### src/rtl/riscv_mem_pkg.sv
// Shared types and constants for the unified-memory arbiter.
//   state_t : arbiter FSM states
//   owner_t : which requester owns the in-flight access
//   DEF_*   : default address/data widths
//   be_width: byte-enable width for a given data width
package riscv_mem_pkg;

  localparam int DEF_ADDR_W = 32;
  localparam int DEF_DATA_W = 32;
  localparam int DEF_BE_W   = DEF_DATA_W / 8;

  typedef enum logic [1:0] {
    IDLE  = 2'd0,
    ISSUE = 2'd1,
    WAIT  = 2'd2,
    ACK   = 2'd3
  } state_t;

  typedef enum logic {
    OWN_I = 1'b0,
    OWN_D = 1'b1
  } owner_t;

  function automatic int be_width(input int data_w);
    return data_w / 8;
  endfunction

endpackage

### src/rtl/riscv_mem_arbiter.sv
// Arbiter sharing one single-port instruction/data memory between the IF
// stage (fetch port) and the MEM stage (load/store port).
//
// state | meaning
// ------+----------------------------------------------------------
// IDLE  | no access in flight; arbitrate between d_req and if_req
// ISSUE | mem_en strobed for one cycle with the latched request
// WAIT  | counting down remaining memory wait states
// ACK   | owner's ack high; read data passed through from memory
//
// Ports:
//   clk, rst                      clock, synchronous active-high reset
//   if_req/if_addr                fetch request (held until if_ack)
//   if_rdata/if_ack/stall_if      fetch completion and stall
//   d_req/d_we/d_addr/d_wdata/d_be  load/store request (held until d_ack)
//   d_rdata/d_ack/stall_mem       data completion and stall
//   mem_en/mem_we/mem_be/mem_addr/mem_wdata  registered memory command
//   mem_rdata                     memory read data, WAIT_CYC after mem_en
module riscv_mem_arbiter
  import riscv_mem_pkg::*;
#(
  parameter int ADDR_W     = DEF_ADDR_W,
  parameter int DATA_W     = DEF_DATA_W,
  parameter int WAIT_CYC   = 1,
  parameter int STARVE_LIM = 4
) (
  input  logic                clk,
  input  logic                rst,
  input  logic                if_req,
  input  logic [ADDR_W-1:0]   if_addr,
  output logic [DATA_W-1:0]   if_rdata,
  output logic                if_ack,
  output logic                stall_if,
  input  logic                d_req,
  input  logic                d_we,
  input  logic [ADDR_W-1:0]   d_addr,
  input  logic [DATA_W-1:0]   d_wdata,
  input  logic [DATA_W/8-1:0] d_be,
  output logic [DATA_W-1:0]   d_rdata,
  output logic                d_ack,
  output logic                stall_mem,
  output logic                mem_en,
  output logic                mem_we,
  output logic [DATA_W/8-1:0] mem_be,
  output logic [ADDR_W-1:0]   mem_addr,
  output logic [DATA_W-1:0]   mem_wdata,
  input  logic [DATA_W-1:0]   mem_rdata
);

  localparam int BE_W = be_width(DATA_W);
  localparam int WCW  = (WAIT_CYC > 1) ? $clog2(WAIT_CYC) : 1;
  localparam int SCW  = $clog2(STARVE_LIM + 1);

  localparam logic [WCW-1:0] WAIT_LOAD = WCW'(WAIT_CYC - 1);
  localparam logic [SCW-1:0] STARVE_MAX = SCW'(STARVE_LIM);

  state_t         state;
  owner_t         owner;
  logic [WCW-1:0] wait_cnt;
  logic [SCW-1:0] starve_cnt;
  logic           grant_d;

  // Data wins unless fetch has been passed over STARVE_LIM times in a row.
  assign grant_d = d_req && !(if_req && (starve_cnt == STARVE_MAX));

  always_ff @(posedge clk) begin
    if (rst) begin
      state      <= IDLE;
      owner      <= OWN_I;
      wait_cnt   <= '0;
      starve_cnt <= '0;
      mem_en     <= 1'b0;
      mem_we     <= 1'b0;
      mem_be     <= '0;
      mem_addr   <= '0;
      mem_wdata  <= '0;
      if_ack     <= 1'b0;
      d_ack      <= 1'b0;
    end else begin
      mem_en <= 1'b0;
      if_ack <= 1'b0;
      d_ack  <= 1'b0;
      case (state)
        IDLE: begin
          if (grant_d) begin
            owner     <= OWN_D;
            mem_addr  <= d_addr;
            mem_we    <= d_we;
            mem_be    <= d_we ? d_be : {BE_W{1'b1}};
            mem_wdata <= d_wdata;
            mem_en    <= 1'b1;
            state     <= ISSUE;
            if (!if_req)
              starve_cnt <= '0;
            else if (starve_cnt != STARVE_MAX)
              starve_cnt <= starve_cnt + SCW'(1);
          end else if (if_req) begin
            owner      <= OWN_I;
            mem_addr   <= if_addr;
            mem_we     <= 1'b0;
            mem_be     <= {BE_W{1'b1}};
            mem_wdata  <= '0;
            mem_en     <= 1'b1;
            state      <= ISSUE;
            starve_cnt <= '0;
          end
        end
        ISSUE: begin
          wait_cnt <= WAIT_LOAD;
          if (WAIT_CYC > 1) begin
            state <= WAIT;
          end else begin
            state  <= ACK;
            if_ack <= (owner == OWN_I);
            d_ack  <= (owner == OWN_D);
          end
        end
        WAIT: begin
          wait_cnt <= wait_cnt - WCW'(1);
          // Leaving when the count hits zero puts ack exactly WAIT_CYC
          // cycles after the mem_en strobe.
          if (wait_cnt == WCW'(1)) begin
            state  <= ACK;
            if_ack <= (owner == OWN_I);
            d_ack  <= (owner == OWN_D);
          end
        end
        ACK: begin
          state <= IDLE;
        end
        default: begin
          state <= IDLE;
        end
      endcase
    end
  end

  // Read data is only meaningful in the ack cycle; stores return zero.
  assign if_rdata  = (if_ack && !mem_we) ? mem_rdata : '0;
  assign d_rdata   = (d_ack  && !mem_we) ? mem_rdata : '0;
  assign stall_if  = if_req & ~if_ack;
  assign stall_mem = d_req & ~d_ack;

endmodule
### config.mk
export PLATFORM = sky130hd
export DESIGN_NAME = riscv_mem_arbiter
export DESIGN_NICKNAME = d
export VERILOG_FILES = /design/src/rtl/riscv_mem_pkg.sv /design/src/rtl/riscv_mem_arbiter.sv
export SDC_FILE = /design/constraint.sdc
export NUM_CORES = 1
export LEC_CHECK = 0
export CORE_AREA = 10 10 108 120
export DETAILED_ROUTE_END_ITERATION = 8
export DIE_AREA = 0 0 118 130
export GPL_TIMING_DRIVEN = 0
export PLACE_DENSITY = 0.82
export SLEW_MARGIN = 20
export SYNTH_ARGS = -nofsm -noshare
export SYNTH_HDL_FRONTEND = slang
export SYNTH_SLANG_ARGS = --single-unit
### constraint.sdc
create_clock -name clk -period 2.4 [get_ports clk]
set_input_delay 0.36 -clock clk [delete_from_list [all_inputs] [get_ports clk]]
set_output_delay 0.36 -clock clk [all_outputs]
set_load 0.005 [all_outputs]
# Word-level counts from Yosys, hierarchy flattened
# Cells that the tools add are included.
[op_classes] reduce_logical=13 addsub=2 n_bitwise=6 muxes=27 eq_ne=8
[ops] cell="$mux 32" n=6
[ops] cell="$mux 3" n=4
[ops] cell="$mux 4" n=3
[ops] cell="$pmux 2 s4" n=1
[ops] cell="$mux 1" n=7
[ops] cell="$mux 2" n=3
[ops] cell="$ne 3x3->1 const B" n=2
[ops] cell="$pmux 1 s2" n=3
[ops] cell="$eq 2x2->1 const B" n=2
[ops] cell="$logic_and 1x1->1" n=4
[ops] cell="$not 1->1" n=4
[ops] cell="$reduce_and 2->1" n=2
[ops] cell="$reduce_bool 2->1" n=2
[ops] cell="$add 3x1->3 const B" n=1
[ops] cell="$eq 3x3->1 const B" n=1
[ops] cell="$ne 3x2->1 const B" n=1
[ops] cell="$reduce_and 3->1" n=1
[ops] cell="$and 1x1->1" n=2
[ops] cell="$eq 2x1->1 const B" n=1
[ops] cell="$logic_not 1->1" n=2
[ops] cell="$logic_not 2->1" n=1
[ops] cell="$ne 2x2->1 const B" n=1
[ops] cell="$reduce_or 2->1" n=1
[ops] cell="$sub 1x1->1 const B" n=1
[word_totals] ff_bits=79 elab_cells=67

# Depth between registers and ports, before layout
# Gate-level depths: netlist (run 1).
[depth] word_depth=6 depth_mapped=7 ltp_nobuf=5

# Worst setup path before layout (run 1)
# Ideal clock, no wire load.
[synth_timing] kind="register to register" startpoint="register state[1]" endpoint="register mem_wdata[23]" stages_incl_launch_ff=8 synth_period_minus_slack_ns=1.457 t_arrival_ns=1.340 t_required_ns=2.283 n_path_buf=2 setup_time_ns=0.117 slack_ns=0.943 cell_sequence="dfxtp_1 > inv_1 > ha_1 > o21a_1 > buf_4 > nor2_4 > buf_4 > a22o_2"
[synth_between] elab_chain_cells=2
[synth_rtl] element="start: declaration" line_no="riscv_mem_arbiter.sv:57" text="state_t state;"
[synth_rtl] element="start signal: assignment" line_no="riscv_mem_arbiter.sv:68" text="state <= IDLE;"
[synth_rtl] element="start signal: assignment" line_no="riscv_mem_arbiter.sv:92" text="state <= ISSUE;"
[synth_rtl] element="start signal: assignment" line_no="riscv_mem_arbiter.sv:104" text="state <= ISSUE;"
[synth_rtl] element="$logic_not 2->1" line_no="riscv_mem_arbiter.sv:83" text="case (state)"
[synth_rtl] element="$reduce_and 2->1 (no source line)"
[synth_rtl] element="end signal: assignment" line_no="riscv_mem_arbiter.sv:90" text="mem_wdata <= d_wdata;"
[synth_rtl] element="end: declaration" line_no="riscv_mem_arbiter.sv:46" text="output logic [DATA_W-1:0] mem_wdata,"
# Every way passes these cells.
# A chain may end at the register's enable or synchronous reset.

# Worst setup path in the final report (run 1)
[layout_timing] startpoint="register if_ack" endpoint="output port if_rdata[6]"
[layout_between] elab_chain_cells=2
[layout_rtl] element="start: declaration" line_no="riscv_mem_arbiter.sv:32" text="output logic if_ack,"
[layout_rtl] element="start signal: assignment" line_no="riscv_mem_arbiter.sv:114" text="if_ack <= (owner == OWN_I);"
[layout_rtl] element="start signal: assignment" line_no="riscv_mem_arbiter.sv:124" text="if_ack <= (owner == OWN_I);"
[layout_rtl] element="$logic_and 1x1->1" line_no="riscv_mem_arbiter.sv:139" text="assign if_rdata = (if_ack && !mem_we) ? mem_rdata : '0;"
[layout_rtl] element="$mux 32" line_no="riscv_mem_arbiter.sv:139"
[layout_rtl] element="end: declaration" line_no="riscv_mem_arbiter.sv:31" text="output logic [DATA_W-1:0] if_rdata,"
# Every way passes these cells.

==> results of run 1 <==
-- cells by family (layout without fill, tap and decap cells) --
logic type | Yosys count | count (layout) | share of synthesized area [%]
buffers and inverters | 43 | 331 | 6.20
muxes | 1 | 1 | 0.313
and+or+nand+nor | 91 | 91 | 15.9
DFF | 79 | 79 | 44.0
adders and majority gates | 6 | 6 | 2.09
AOI/OAI and AO/OA | 177 | 177 | 31.5
-- metal layers --
metal	GRT usage [%]	wire, microns	part of all wire [%]
met1	22.2	6360	39
met2	36.0	8580	52
met3	6.22	1210	7.4
met4	5.31	230	1.4
met5	0	0	0
-- final cells by class --
cell class / count / share of cell area [%]
Tap cell: 147 / 2.68
Sequential cell: 79 / 23.1
Clock buffer: 10 / 3.49
Multi-Input combinational cell: 275 / 26.3
Clock inverter: 6 / 1.35
Buffer: 36 / 2.97
Inverter: 6 / 0.328
Timing Repair Buffer: 273 / 39.9
-- flip-flops by register name (all words and copies together), names as in the netlist --
register / flops
d_ack: 1
mem_en: 1
if_ack: 1
starve_cnt: 3
mem_be: 4
wait_cnt: 1
mem_addr: 32
mem_we: 1
mem_wdata: 32
state: 2
owner: 1
-- how the worst max path moves through the flow --
stage               startpoint            end  cells past startpoint
finish                  if_ack    if_rdata[6]                      4
global route             d_ack     d_rdata[6]                      4
CTS                     if_ack   if_rdata[28]                      4
detailed placement       d_req      stall_mem                      5
global placement         d_req      stall_mem                      5
floorplan             state[1]  mem_wdata[23]                      7
-- power groups by stage --
stage	clock network (mW)	logic (mW)	registers [mW]
global route	1.58	1.82	1.71
floorplan	0	0.652	1.71
global placement	0	1.64	1.70
finish	1.49	1.67	1.69
detailed placement	0	1.68	1.71
CTS	1.53	1.69	1.68
-- Yosys cell counts (2+ instances only) --
cell type	n
sky130_fd_sc_hd__a21o_1	2
sky130_fd_sc_hd__a21oi_1	38
sky130_fd_sc_hd__a22o_1	7
sky130_fd_sc_hd__a22o_2	25
sky130_fd_sc_hd__a31oi_1	32
sky130_fd_sc_hd__and2_1	64
sky130_fd_sc_hd__buf_2	7
sky130_fd_sc_hd__buf_4	4
sky130_fd_sc_hd__buf_6	5
sky130_fd_sc_hd__clkbuf_1	21
sky130_fd_sc_hd__dfxtp_1	79
sky130_fd_sc_hd__ha_1	6
sky130_fd_sc_hd__inv_1	6
sky130_fd_sc_hd__nand2_1	6
sky130_fd_sc_hd__nand3_1	3
sky130_fd_sc_hd__nor2_1	4
sky130_fd_sc_hd__nor2b_1	3
sky130_fd_sc_hd__o21ai_0	64
sky130_fd_sc_hd__o221a_2	4
-- worst max-delay path, stage by stage (launching register included) --
cell	delay, ns
sky130_fd_sc_hd__dfxtp_1	0.37
sky130_fd_sc_hd__nor2b_2	0.25
sky130_fd_sc_hd__clkbuf_2	0.25
sky130_fd_sc_hd__and2_1	0.19
sky130_fd_sc_hd__clkdlybuf4s50_1	0.52
-- metrics by stage --
stage | setup slack [ns] | cells | hold slack [ns]
floorplan | 0.943 | 397 | 0.417
global placement | 0.0984 | 817 | 0.436
detailed placement | 0.0692 | 817 | 0.453
CTS | 0.00254 | 833 | 0.340
global route | 0.00384 | 832 | 0.360
finish | 0.136 | 832 | 0.358
-- timing repair --
item / 4_1_cts / 5_1_grt
pin swaps: 0 / 0
endpoints found under the setup margin: 42 / 36
resized for setup: 6 / 4
==> flow_summary.ini, run 1 <==
[clock_tree]
h_tree_level_count = 3
max-clock-path-buffers = 2
clock_sinks = 79
cts-hold-fix-buffers = 0
clock_tree_from_tritoncts = built
clk_pin_slew_ns = 0.06
cts-buffers-inserted = 9
cts-root-buf = sky130_fd_sc_hd__clkbuf_16
source_to_sink_clock_delay_at_the_later_pin_of_the_worst_skew_pair_ns = 0.33
cts.repair_timing.setup_buffer_count = 0

[critical_path]
crit_arrival_ns = 1.90
crit_path_start_kind = flop
timing.critical_path.to_type = output pin
worst-r2r-setup-slack_ns = 0.65
crit_fanout = 10
worst-endpoint-required_ns = 2.04
worstRegToRegCells = 7
r2r_end = mem_wdata[15]
critPathKind = reg2out
r2r-start = state[1]

[power_and_ir_drop]
worst_ir_drop_vdd_v = 0.000562
p_seq_share_pct = 34.8
power.share.clock_pct = 30.8
leakage_nw = 2.59
total_power_mw = 4.86
power.switching_fraction_pct = 28.3
total_switching_power_mw = 1.37
power_report.internal_total_mw = 3.48
power.density_nw_per_um2 = 708
combinationalPowerShare_pct = 34.5

[cells_and_area]
layout-drive-gt1-share_pct = 10.8
postLayoutCellArea_sq_um = 6860
finalNetCount = 823
area_taken_by_flip_flops_and_latches_sq_um = 1580
fillers = 887
syn_to_final_growth_pct = 90.7
n_antenna_cell = 0
most-common-layout-cells = sky130_fd_sc_hd__clkdlybuf4s50_1 (273), sky130_fd_sc_hd__dfxtp_1 (79), sky130_fd_sc_hd__and2_1 (64), sky130_fd_sc_hd__o21ai_0 (64), sky130_fd_sc_hd__a21oi_1 (38)
finish.utilization_pct = 64.6
multi_input_comb_area_sq_um = 1800
mostFrequentLayoutCell = sky130_fd_sc_hd__clkdlybuf4s50_1

[synth]
yosysWarningCount = 0
synth.avg_cell_area_sq_um = 9.05
netlist.top_cell.by_area = sky130_fd_sc_hd__dfxtp_1
number_of_enable_type_register_cells_in_the_synthesized_netlist = 0
syn_nets = 540
synth_cell_types = 36
async_reset_ff_share_pct = 0
synth_top_area_share_pct = 44.0
synth_ff_type = sky130_fd_sc_hd__dfxtp_1
netlist_area_sq_um = 3590
ys_seq_area_share_pct = 44.0
synth_seq_cells = 79
netlist_instances = 397
netlist_top_cells_area = sky130_fd_sc_hd__dfxtp_1 (44%), sky130_fd_sc_hd__and2_1 (11%), sky130_fd_sc_hd__o21ai_0 (8.9%), sky130_fd_sc_hd__a22o_2 (7.0%), sky130_fd_sc_hd__a31oi_1 (5.6%)

[floorplanning]
floorplan.die_area_sq_um = 15300
floorplan.die.height_microns = 130
coreArea_sq_um = 10600
die_w_microns = 118
floorplan.rows = 40
top_level_ports = 275
initial_core_util_pct = 33.9

[placement]
numPortBuffers = 273
placedInstanceArea_sq_um = 6510
gpl.final_weighted_congestion = 0.842
detailedPlacementHpwl_microns = 13400

[min_path]
endpoint_of_the_worst_hold_timing_path = starve_cnt[2]
worst_hold_path.num_cells = 3
timing.hold.worst.class = in2reg
hold_path_origin = if_req

[routing]
drtIter0Drc = 283
via_to_cell_ratio = 4.98
drtPass1Iterations = 5
vias = 4144
wl_microns = 16400
drcViolationCount = 0
wire_per_inst_microns = 19.7
drtAntennaViolNets = 0

[timing]
setup-tns-final_ns = 0
final-hold-violation-count = 0
timing.slew.headroom_pct = 68.2
finalCritPeriodShare_pct = 94.3
worst_pin_slew_ns = 0.478
finalSetupViolations = 0
slew_violations = 0
period_minus_slack_ns = 2.26
grt_setup_unrepaired = no
clock.fmax_mhz = 442
clock_skew_ns = 0.00777

[flow_run]
max_cap_violations = 0

[global_route]
number_of_antenna_violations_at_the_first_check_in_global_routing = 0
first_global_vias = 4334
grt_usage_pct = 19.9
grt.overflow.total = 0
grt_start_max_net_pins = 15
first_pass_grt_wire_length_microns = 24500

[outcome]
status = finished, final reports clean
Note: power is estimated with default switching activity, not from simulation.
==> run 2: changes to the inputs <==
Settings changed: CORE_AREA 10 10 108 120 to 10 10 105 117, DIE_AREA 0 0 118 130 to 0 0 115 127, PLACE_DENSITY 0.82 to 0.86.
==> run 2 against run 1 <==
  * Maximum frequency is 0.83% higher
  * Clock-buffer cell count is 1 lower
  * Non-clock buffer count unchanged
  * Wire length shrank 2.9%
  * Via count rose by 1.0%
  * Sequential power barely moved
  * First-iteration DRC count is 31% higher
  * Sequential share of layout area increased by 0.24 points
  * Die area decreased by 4.8%
  * Final cell count shrank 3.0%
  * Largest cell class unchanged
==> flow_summary.ini, run 2 (synthesis results as in run 1) <==
[placement]
placedInstanceArea_sq_um = 6480
detailedPlace.worstSlack_ns = 0.116
gpl.final_weighted_congestion = 0.930
detailedPlacementHpwl_microns = 13100
numPortBuffers = 273

[timing]
slew_violations = 0
final-hold-violation-count = 0
grt_setup_unrepaired = no
clock_skew_ns = 0.00864
finalCritPeriodShare_pct = 93.5
final_critical_path_setup_slack_ns = 0.155
worst_pin_slew_ns = 0.499
period_minus_slack_ns = 2.24
hold-worst-slack_ns = 0.350
timing.slew.headroom_pct = 66.7
finalSetupViolations = 0
clock.fmax_mhz = 445
setup-tns-final_ns = 0

[critical_path]
worstPathCellList = nor2b_2 -> clkbuf_2 -> and2_1 -> clkdlybuf4s50_1
cp_num_buf_inv = 2
timing.critical_path.to_type = output pin
critical_path_depth = 4
critPathKind = reg2out
worst-r2r-setup-slack_ns = 0.63
worstRegToRegCells = 6
crit_fanout = 10
r2r_end = mem_addr[11]
crit_path_start_kind = flop
crit_arrival_ns = 1.88
critical-path-top-delay-family = buffers and inverters
worst-endpoint-required_ns = 2.04
cp_slowest_stage_delay_ns = 0.52
worst_path_max_delay_cell = sky130_fd_sc_hd__clkdlybuf4s50_1
r2r-start = starve_cnt[0]

[clock_tree]
source_to_sink_clock_delay_at_the_later_pin_of_the_worst_skew_pair_ns = 0.33
clk_pin_slew_ns = 0.07
max-clock-path-buffers = 2
cts-buffers-inserted = 9
cts-root-buf = sky130_fd_sc_hd__clkbuf_16
clock_sinks = 79
h_tree_level_count = 3
cts-hold-fix-buffers = 0
clock_tree_from_tritoncts = built

[floorplanning]
floorplan.die_area_sq_um = 14600
coreArea_sq_um = 10100
floorplan.rows = 39
top_level_ports = 275
initial_core_util_pct = 35.8
die_w_microns = 115
floorplan.die.height_microns = 127

[routing]
wl_microns = 15900
drtAntennaViolNets = 0
drcViolationCount = 0
vias = 4186
drtIter0Drc = 372
via_to_cell_ratio = 5.19
wire_per_inst_microns = 19.7
drtPass1Iterations = 5

[global_route]
grt_start_max_net_pins = 15
number_of_antenna_violations_at_the_first_check_in_global_routing = 0
grt_usage_pct = 20.2
grt.overflow.total = 0
first_pass_grt_wire_length_microns = 23900
first_global_vias = 4255

[min_path]
endpoint_of_the_worst_hold_timing_path = starve_cnt[2]
timing.hold.worst.class = in2reg
hold_path_origin = if_req
worst_hold_path.num_cells = 3

[flow_run]
max_cap_violations = 0

[cells_and_area]
postLayoutCellArea_sq_um = 6790
n_antenna_cell = 0
finalNetCount = 823
layout-drive-gt1-share_pct = 10.7
most-common-layout-cells = sky130_fd_sc_hd__clkdlybuf4s50_1 (273), sky130_fd_sc_hd__dfxtp_1 (79), sky130_fd_sc_hd__and2_1 (64), sky130_fd_sc_hd__o21ai_0 (64), sky130_fd_sc_hd__a21oi_1 (38)
largest_registers = mem_addr x32, mem_wdata x32, mem_be x4
mostFrequentLayoutCell = sky130_fd_sc_hd__clkdlybuf4s50_1
finish.utilization_pct = 67.5
syn_to_final_growth_pct = 88.8

[outcome]
status = finished, final reports clean

[power_and_ir_drop]
power.density_nw_per_um2 = 694
worst_ir_drop_vdd_v = 0.000473
leakage_nw = 2.57
-- run 2: cell count changes in the layout (fill, tap and decap cells not counted) --
cell | previous run | this run
sky130_fd_sc_hd__clkinv_4 | 1 | 2
sky130_fd_sc_hd__clkbuf_8 | 1 | 0
sky130_fd_sc_hd__nor2b_4 | 1 | 0
sky130_fd_sc_hd__bufinv_16 | 2 | 1
sky130_fd_sc_hd__nor2b_2 | 1 | 2
-- run 2: through the flow --
step,instances,power (mW)
floorplan,397,2.37
global placement,793,3.33
detailed placement,793,3.38
CTS,808,4.74
global route,807,4.94
finish,807,4.71
-- run 2: worst min-delay path: stages --
cell                       delay (ns)
sky130_fd_sc_hd__buf_6           0.11
sky130_fd_sc_hd__o211ai_1        0.09
sky130_fd_sc_hd__a21oi_1         0.07
-- run 2: layout make-up --
type                    instances  area, sq um
plain buffers                  36          204
clock buffers                   9          225
flip-flops and latches         79         1580
fillers                       818         3270
repair buffers                273         2730
inverters                       6         22.5
multi-input cells             275         1800
well taps                     123          154
clock inverters                 6         71.3
-- run 2: what timing repair did --
item | CTS | global route
gates cloned | 0 | 0
gates resized for setup | 4 | 7
buffers inserted | 0 | 0
setup endpoints to repair | 35 | 50
-- run 2: layer usage --
metal  track usage, %  share of wire (%)  vias up
met5                0                  0        -
met4             7.07                2.8        0
met3             6.88                9.6       30
met2             35.4                 51      211
li1                 -                  -     2007
met1             22.0                 37     1938
-- run 2: how the worst max path moves through the flow --
| stage | startpoint | endpoint | slack (ns) |
|---|---|---|---|
| after global placement | d_req | stall_mem | 0.13 |
| after floorplan | state[1] | mem_wdata[23] | 0.94 |
| after CTS | d_ack | d_rdata[21] | 0.005 |
| after global routing | if_ack | if_rdata[26] | 0.009 |
| after detailed placement | d_req | stall_mem | 0.12 |
| final | if_ack | if_rdata[22] | 0.16 |
-- run 2: where the power goes --
part | internal, mW | total (mW) | switching (mW)
logic | 0.984 | 1.66 | 0.679
clock network | 0.807 | 1.35 | 0.546
registers | 1.56 | 1.69 | 0.138
==> run 3: changes to the inputs <==
Settings changed: RECOVER_POWER from default to 100.
==> run 3 against run 2 <==
  * Clock skew about the same
  * Sequential cell count unchanged
  * Wire length down 0.11%
  * Sequential share of layout area up 0.13 points
  * Sequential power about the same
  * Register-to-register slack worse by 0.31 ns
  * Clock power about the same
==> flow_summary.ini, run 3 (synthesis results as in run 1) <==
[critical_path]
worstRegToRegCells = 7
worst_setup_path_startpoint = if_ack
critPathKind = reg2out
crit_fanout = 10
crit_path_start_kind = flop
timing.critical_path.to_type = output pin
r2r_end = mem_wdata[17]
critPathCapture = if_rdata[22]
worst-endpoint-required_ns = 2.04
r2r-start = state[0]
crit_arrival_ns = 1.90
worst-r2r-setup-slack_ns = 0.32

[timing]
hold-worst-slack_ns = 0.348
clock.fmax_mhz = 442
period_minus_slack_ns = 2.26
final-hold-violation-count = 0
finalSetupViolations = 0
grt_setup_unrepaired = no
finalCritPeriodShare_pct = 94.2
slew_violations = 0
worst_pin_slew_ns = 0.708
clock_skew_ns = 0.00846
timing.slew.headroom_pct = 52.5
setup-tns-final_ns = 0

[cells_and_area]
mostFrequentLayoutCell = sky130_fd_sc_hd__clkdlybuf4s50_1
finish.utilization_pct = 67.2
largest_registers = mem_addr x32, mem_wdata x32, mem_be x4
layout-drive-gt1-share_pct = 9.94
fillers = 827
stdcell_count = 808
finalNetCount = 823
area_taken_by_flip_flops_and_latches_sq_um = 1580
most-common-layout-cells = sky130_fd_sc_hd__clkdlybuf4s50_1 (181), sky130_fd_sc_hd__dlygate4sd3_1 (92), sky130_fd_sc_hd__dfxtp_1 (79), sky130_fd_sc_hd__o21ai_0 (64), sky130_fd_sc_hd__and2_1 (42)
multi_input_comb_area_sq_um = 1780
syn_to_final_growth_pct = 87.8

[outcome]
status = finished, final reports clean

[clock_tree]
cts-hold-fix-buffers = 0
cts-buffers-inserted = 9
cts-root-buf = sky130_fd_sc_hd__clkbuf_16
source_to_sink_clock_delay_at_the_later_pin_of_the_worst_skew_pair_ns = 0.33
clock_sinks = 79
clk_pin_slew_ns = 0.07
cts.repair_timing.setup_buffer_count = 0
clock_tree_from_tritoncts = built
max-clock-path-buffers = 2
h_tree_level_count = 3

[placement]
gpl.final_weighted_congestion = 0.930
numPortBuffers = 273
place.detailed.instances = 793
detailedPlacementHpwl_microns = 13100

[routing]
drtPass1Iterations = 5
drtIter0Drc = 338
vias = 4207
drtAntennaViolNets = 0
via_to_cell_ratio = 5.21
drcViolationCount = 0
wl_microns = 15900
wire_per_inst_microns = 19.7

[global_route]
grt.overflow.total = 0
first_pass_grt_wire_length_microns = 23900
first_global_vias = 4255
grt_start_max_net_pins = 15
number_of_antenna_violations_at_the_first_check_in_global_routing = 1
grt_usage_pct = 20.2

[power_and_ir_drop]
total_switching_power_mw = 1.34
combinationalPowerShare_pct = 33.8
total_power_mw = 4.58
power.density_nw_per_um2 = 678
power_report.internal_total_mw = 3.24
power.switching_fraction_pct = 29.3
p_seq_share_pct = 36.8
leakage_nw = 2.79
worst_ir_drop_vdd_v = 0.000465
power.share.clock_pct = 29.5

[floorplanning]
die_w_microns = 115
initial_core_util_pct = 35.8
floorplan.die_area_sq_um = 14600
floorplan.die.height_microns = 127
top_level_ports = 275
floorplan.rows = 39
coreArea_sq_um = 10100

[min_path]
timing.hold.worst.class = in2reg

[flow_run]
max_cap_violations = 0
[run 3: changes by cell type in the layout (fill, tap and decap cells not counted), moves of 3 or more]
| cell | delta |
|---|---|
| sky130_fd_sc_hd__and2_1 | -22 |
| sky130_fd_sc_hd__clkdlybuf4s50_1 | -92 |
| sky130_fd_sc_hd__dlygate4sd3_1 | +92 |
| sky130_fd_sc_hd__clkbuf_1 | +3 |
| sky130_fd_sc_hd__buf_2 | -3 |
| sky130_fd_sc_hd__and2_0 | +22 |
| sky130_fd_sc_hd__clkbuf_2 | +5 |
| sky130_fd_sc_hd__buf_4 | -4 |
[run 3: critical path, cell delays in order (launching register included)]
cell,delay (ns)
sky130_fd_sc_hd__dfxtp_1,0.40
sky130_fd_sc_hd__nor2b_2,0.27
sky130_fd_sc_hd__clkbuf_2,0.23
sky130_fd_sc_hd__and2_0,0.16
sky130_fd_sc_hd__clkdlybuf4s50_1,0.53
[run 3: layout make-up]
| cell class | count | area share (%) |
|---|---|---|
| Antenna cell | 1 | 0.0371 |
| Buffer | 36 | 2.72 |
| Clock buffer | 9 | 3.34 |
| Clock inverter | 6 | 1.06 |
| Inverter | 6 | 0.334 |
| Multi-Input combinational cell | 275 | 26.3 |
| Sequential cell | 79 | 23.4 |
| Tap cell | 123 | 2.28 |
| Timing Repair Buffer | 273 | 40.5 |
[run 3: through the flow]
stage	worst slack (ns)	cell area, sq um
3_3_place_gp	0.131	6480
6_report	0.140	6750
4_1_cts	0.00472	6780
2_1_floorplan	0.943	3590
3_5_place_dp	0.116	6480
5_1_grt	0.00554	6750
[run 3: power groups by stage]
stage / Clock, mW / Combinational (mW) / Sequential, mW
floorplan: 0 / 0.652 / 1.71
global placement: 0 / 1.63 / 1.70
detailed placement: 0 / 1.67 / 1.71
CTS: 1.38 / 1.67 / 1.69
global route: 1.43 / 1.68 / 1.71
finish: 1.35 / 1.55 / 1.68
[run 3: routing by layer]
layer | GRT usage (%) | routed length, microns
met2 | 35.4 | 8200
met5 | 0 | 0
met3 | 6.88 | 1520
met1 | 22.0 | 5770
met4 | 7.07 | 390
[run 3: repair_timing]
action / CTS / global route
cloned: 0 / 0
pin swaps: 0 / 0
resized for setup: 4 / 7
endpoints found under the setup margin: 35 / 50
[run 3: how the worst min path moves through the flow]
stage                     slack, ns           from  cells after the start             to
after floorplan                0.42          owner                      1         if_ack
after global placement         0.46  mem_wdata[31]                      1  mem_wdata[31]
after detailed placement       0.46   mem_wdata[8]                      1   mem_wdata[8]
after CTS                      0.35         if_req                      3  starve_cnt[2]
after global routing           0.35         if_req                      3  starve_cnt[2]
final                          0.35         if_req                      3  starve_cnt[2]
